<file path="src/rtl/packet_tx.sv">
// Response framer: serialises {opcode, reserved, length LSB/MSB, payload LSB-first} onto a byte stream.
// Define PACKET_TX_CHECKSUM_EN to append a trailing XOR checksum byte (state 6).
module packet_tx #(
  parameter int         MAX_BYTES = 8,
  parameter logic [7:0] RESV_BYTE = 8'h00
) (
  input  logic                   clk,
  input  logic                   rst_n,
  input  logic [7:0]             opcode_i,
  input  logic [8*MAX_BYTES-1:0] data_i,
  input  logic [7:0]             len_i,
  input  logic                   valid_i,
  output logic                   ready_o,
  output logic [7:0]             data_o,
  output logic                   valid_o,
  input  logic                   ready_i,
  output logic                   busy_o,
  output logic [2:0]             state_o
);

  // Handshakes: a word/byte moves on a rising clk edge where valid and ready are
  // both high; the source holds its valid and data stable until that happens.

  localparam int         IW      = (MAX_BYTES > 1) ? $clog2(MAX_BYTES) : 1;
  localparam logic [7:0] MAX_LEN = 8'(MAX_BYTES);
`ifdef PACKET_TX_CHECKSUM_EN
  localparam logic [15:0] HDR_LEN = 16'd5;
`else
  localparam logic [15:0] HDR_LEN = 16'd4;
`endif

  typedef enum logic [2:0] {
    IDLE    = 3'd0,
    OPCODE  = 3'd1,
    RESV    = 3'd2,
    LEN_LSB = 3'd3,
    LEN_MSB = 3'd4,
    PAYLOAD = 3'd5,
    CHKSUM  = 3'd6
  } state_t;

  state_t                 state_q;
  logic [8*MAX_BYTES-1:0] data_q;
  logic [7:0]             len_q;
  logic [IW-1:0]          idx_q;
  logic [IW-1:0]          idx_d;
  logic [7:0]             dout_q;
  logic                   valid_q;
  logic                   busy_q;
  logic                   xfer;
  logic                   last;
  logic [15:0]            frame_len;
`ifdef PACKET_TX_CHECKSUM_EN
  logic [7:0]             chk_q;
  logic [7:0]             chk_d;
  assign chk_d = chk_q ^ dout_q;
`endif

  assign xfer      = valid_q && ready_i;
  assign idx_d     = idx_q + 1'b1;
  assign last      = ({{(8-IW){1'b0}}, idx_q} == (len_q - 8'd1));
  assign frame_len = HDR_LEN + {8'd0, len_q};

  assign ready_o = (state_q == IDLE);
  assign data_o  = dout_q;
  assign valid_o = valid_q;
  assign busy_o  = busy_q;
  assign state_o = state_q;

  always_ff @(posedge clk or negedge rst_n) begin
    if (!rst_n) begin
      state_q <= IDLE;
      data_q  <= '0;
      len_q   <= 8'd0;
      idx_q   <= '0;
      dout_q  <= 8'd0;
      valid_q <= 1'b0;
      busy_q  <= 1'b0;
`ifdef PACKET_TX_CHECKSUM_EN
      chk_q   <= 8'd0;
`endif
    end else begin
`ifdef PACKET_TX_CHECKSUM_EN
      if (xfer) chk_q <= chk_d;
`endif
      case (state_q)
        IDLE: begin
          dout_q  <= 8'd0;
          valid_q <= 1'b0;
          busy_q  <= 1'b0;
          idx_q   <= '0;
`ifdef PACKET_TX_CHECKSUM_EN
          chk_q   <= 8'd0;
`endif
          if (valid_i) begin
            data_q  <= data_i;
            len_q   <= (len_i > MAX_LEN) ? MAX_LEN : len_i;
            dout_q  <= opcode_i;
            valid_q <= 1'b1;
            busy_q  <= 1'b1;
            state_q <= OPCODE;
          end
        end
        OPCODE: if (xfer) begin
          dout_q  <= RESV_BYTE;
          state_q <= RESV;
        end
        RESV: if (xfer) begin
          dout_q  <= frame_len[7:0];
          state_q <= LEN_LSB;
        end
        LEN_LSB: if (xfer) begin
          dout_q  <= frame_len[15:8];
          state_q <= LEN_MSB;
        end
        LEN_MSB: if (xfer) begin
          if (len_q != 8'd0) begin
            dout_q  <= data_q[7:0];
            state_q <= PAYLOAD;
          end else begin
`ifdef PACKET_TX_CHECKSUM_EN
            dout_q  <= chk_d;
            state_q <= CHKSUM;
`else
            dout_q  <= 8'd0;
            valid_q <= 1'b0;
            busy_q  <= 1'b0;
            state_q <= IDLE;
`endif
          end
        end
        PAYLOAD: if (xfer) begin
          if (last) begin
            idx_q <= '0;
`ifdef PACKET_TX_CHECKSUM_EN
            dout_q  <= chk_d;
            state_q <= CHKSUM;
`else
            dout_q  <= 8'd0;
            valid_q <= 1'b0;
            busy_q  <= 1'b0;
            state_q <= IDLE;
`endif
          end else begin
            idx_q  <= idx_d;
            dout_q <= data_q[{idx_d, 3'b000} +: 8];
          end
        end
`ifdef PACKET_TX_CHECKSUM_EN
        CHKSUM: if (xfer) begin
          dout_q  <= 8'd0;
          valid_q <= 1'b0;
          busy_q  <= 1'b0;
          state_q <= IDLE;
        end
`endif
        default: begin
          dout_q  <= 8'd0;
          valid_q <= 1'b0;
          busy_q  <= 1'b0;
          state_q <= IDLE;
        end
      endcase
    end
  end

endmodule

</file>
<file path="config.mk">
export PLATFORM = sky130hd
export DESIGN_NAME = packet_tx
export DESIGN_NICKNAME = d
export VERILOG_FILES = /design/src/rtl/packet_tx.sv
export SDC_FILE = /design/constraint.sdc
export NUM_CORES = 1
export LEC_CHECK = 0
export ABC_AREA = 1
export CAP_MARGIN = 15
export CORE_MARGIN = 8
export CORE_UTILIZATION = 41
export DETAILED_ROUTE_END_ITERATION = 10
export PLACE_DENSITY = 0.76
export REMOVE_ABC_BUFFERS = 1
export SYNTH_ARGS = -nofsm -noshare
export SYNTH_HDL_FRONTEND = slang
export SYNTH_SLANG_ARGS = --single-unit
</file>
<file path="constraint.sdc">
create_clock -name clk -period 4 [get_ports clk]
set_input_delay 0.8 -clock clk [delete_from_list [all_inputs] [get_ports clk]]
set_output_delay 0.8 -clock clk [all_outputs]
set_load 0.02 [all_outputs]
</file>
==> flow_summary.json <==
{
  "num_rows": 39,
  "hold_viol": 0,
  "hold_class": "input port to async pin",
  "fin_crit_ps": 2620,
  "syn_area_sq_um": 4760,
  "cts_root_buf": "clkbuf_16",
  "track_usage_pct": 16.9,
  "worstSetupEndpointType": "output port",
  "via_count": 4308,
  "seq_power_share_pct": 34.9,
  "die_y_um": 124,
  "post-synth-top-area-cell": "dfrtp_1",
  "dp_hpwl_um": 8880,
  "synth_top_area_share_pct": 45.8,
  "ctsResizeCount": 0,
  "coreArea_sq_um": 11400,
  "crit_required_ps": 3200,
  "synth_compound_area_share_pct": 8.89,
  "initial_core_util_pct": 41.8,
  "antenna_found_initial": 0,
  "synthAdderAreaFrac_pct": 1.58,
  "htreeDepth": 3,
  "nNetsFinal": 836,
  "hold_buffers": 0,
  "power_density_nw_per_um2": 661,
  "setup_viol_count_final": 0,
  "cts_tree": "done",
  "cts_sinks": 87,
  "p_leak_nw": 3.03,
  "io_buffer_count": 97,
  "startpoint_type": "flop",
  "r2r_cells": 10,
  "p_int_mw": 2.44,
  "syn_to_final_growth_pct": 28.5,
  "routedWlPerCell_um": 13.9,
  "status": "finished clean",
  "cts.path.max_buffers": 2,
  "power_frac_clock_pct": 22.5,
  "fin_skew_ps": 11.3,
  "path_clk_slew_ps": 70,
  "grt_pass1_wl_um": 20500,
  "synth_cell_types": 31,
  "grt_max_degree": 55,
  "ys_ff_latch": 87,
  "grt_remaining_overflow": 0,
  "fin_crit_sh_pct": 65.5,
  "synth_top_family_by_area": "simple AND/OR/NAND/NOR gates",
  "netlist_top_cells_area": "dfrtp_1 46%, nand2_1 21%, o21ai_0 7.5%, inv_1 7.0%, nand3_1 6.9%",
  "die_w_um": 124,
  "synthXorXnorAreaFrac_pct": 0.579,
  "arrival_ps": 1820,
  "cts_buffers": 9,
  "gp_congestion": 0.894,
  "post-route-drc-count": 0,
  "drt_iter0_markers": 377,
  "p_sw_mw": 1.60,
  "clock_latency_ps": 340,
  "setup_tns_ps": 0,
  "die-area_sq_um": 15300,
  "maxSlewViolCount": 0,
  "n_antenna_cell": 0,
  "drt_first_pass_iters": 5,
  "final_util_pct": 53.8,
  "synthMuxAreaShare_pct": 0,
  "p_comb_share_pct": 42.6,
  "via_per_inst": 4.82,
  "ioPinCount": 98,
  "critPathKind": "flop to output port",
  "cts_setup_buffers": 0,
  "drive_above_1_share_pct": 5.59,
  "synth-simple-area-share_pct": 32.3,
  "drv_cap": 0,
  "ant_nets": 0,
  "synth_area_per_cell_sq_um": 7.21,
  "grt_pass1_vias": 4344,
  "ir_worst_vdd_uv": 278,
  "worstMarginPinSlew_ps": 723,
  "ys_seq_area_share_pct": 45.8,
  "slew_headroom_pct": 51.5,
  "swShare_pct": 39.7,
  "wl_um": 12400,
  "yosys_warnings": 0,
  "fmax_ghz": 0.382,
  "syn_inst": 660,
  "crit_path_max_fanout": 7,
  "rsz0062_at_grt": "false"
}
## registers in the layout, summed over array words and instances, names as in the netlist
signal and flops:
state_o 3, idx_q 3, data_o 8, len_q 8
busy_o 1, data_q 64
## through the flow
step | worst slack, ps | power (mW) | instance area [sq um] | hold WS (ps) | cells
after detailed placement | 1390 | 3.16 | 5790 | 464 | 878
after global placement | 1440 | 3.10 | 5790 | 463 | 878
after global routing | 1300 | 4.39 | 6110 | 420 | 894
after CTS | 1360 | 4.08 | 6110 | 402 | 894
after floorplan | 1740 | 2.56 | 4600 | 481 | 632
final | 1380 | 4.04 | 6110 | 393 | 894
## placed cells by master, fill, tap and decap left out, types with 2 or more instances in the layout
master and n:
inv_2 3, bufinv_16 2, nor2_1 19, clkbuf_16 9, clkinvlp_4 2, nand4_1 5
nand2_2 2, inv_1 89, dfrtp_1 87, buf_4 7, clkdlybuf4s50_1 96, nor2_2 3
nor2_8 2, a21oi_1 3, ha_1 6, nand2_4 2, nand2_1 261, o22ai_1 2
nand3_1 66, o21ai_0 71, o31ai_1 2
## path summary, 6_finish.rpt
check / from / endpoint / slack, ps
min in group clk: data_o[7] / data_o[7] / 480
min reg2reg: data_o[7] / data_o[7] / 480
max: state_o[1] / ready_o / 1380
max reg2reg: idx_q[1] / data_o[3] / 1580
max in group asynchronous: rst_n / len_q[6] / 2770
min: rst_n / data_q[45] / 390
## cell usage after synthesis
master    instances
o21ai_2           1
nor2_1           19
a21oi_1           3
ha_1              6
clkbuf_2          2
inv_4             1
dfrtp_1          87
buf_2            13
buf_1             1
nor2_8            2
nand2_4           2
nor3_2            1
buf_6             2
nand4_1           5
clkbuf_1          5
o22ai_1           2
nand3_1          66
o21ai_4           1
buf_4             5
inv_2             3
inv_1            89
nand2_2           2
nand2_1         261
o21ai_0          71
clkinv_1          1
or2_2             1
o31ai_1           2
nor2_2            3
clkinv_2          1
xnor2_4           1
nand4_2           1
## worst max-delay path: stages, from the launching register on
cell and delay, ps:
dfrtp_1 470, inv_2 190, nand2_4 110, inv_4 110, clkdlybuf4s50_1 610
## metal layers
| layer | track usage (%) | wire length (um) |
|---|---|---|
| met1 | 21.9 | 5550 |
| met3 | 2.99 | 791 |
| met4 | 6.47 | 204 |
| met2 | 27.6 | 5850 |
| met5 | 0 | 0 |
## cell families after synthesis
group,count (synthesis)
simple gates,363
buf+inv,123
flops,87
compound gates,80
fa+ha+maj,6
xor+xnor,1
## layout make-up
class,instances,area (sq um)
Fill cell,1134,5260
Sequential cell,87,2180
Multi-Input combinational cell,450,2060
Timing Repair Buffer,103,1010
Inverter,95,360
Clock buffer,10,229
Tap cell,143,179
Clock inverter,6,92.6
## power by group through the flow
stage	logic, mW	clock network (mW)	registers [mW]
after floorplan	1.10	0	1.46
after global placement	1.69	0	1.41
after detailed placement	1.73	0	1.43
after CTS	1.74	0.921	1.41
after global routing	1.98	0.957	1.45
final	1.72	0.907	1.41
(Power assumes the default switching activity.)
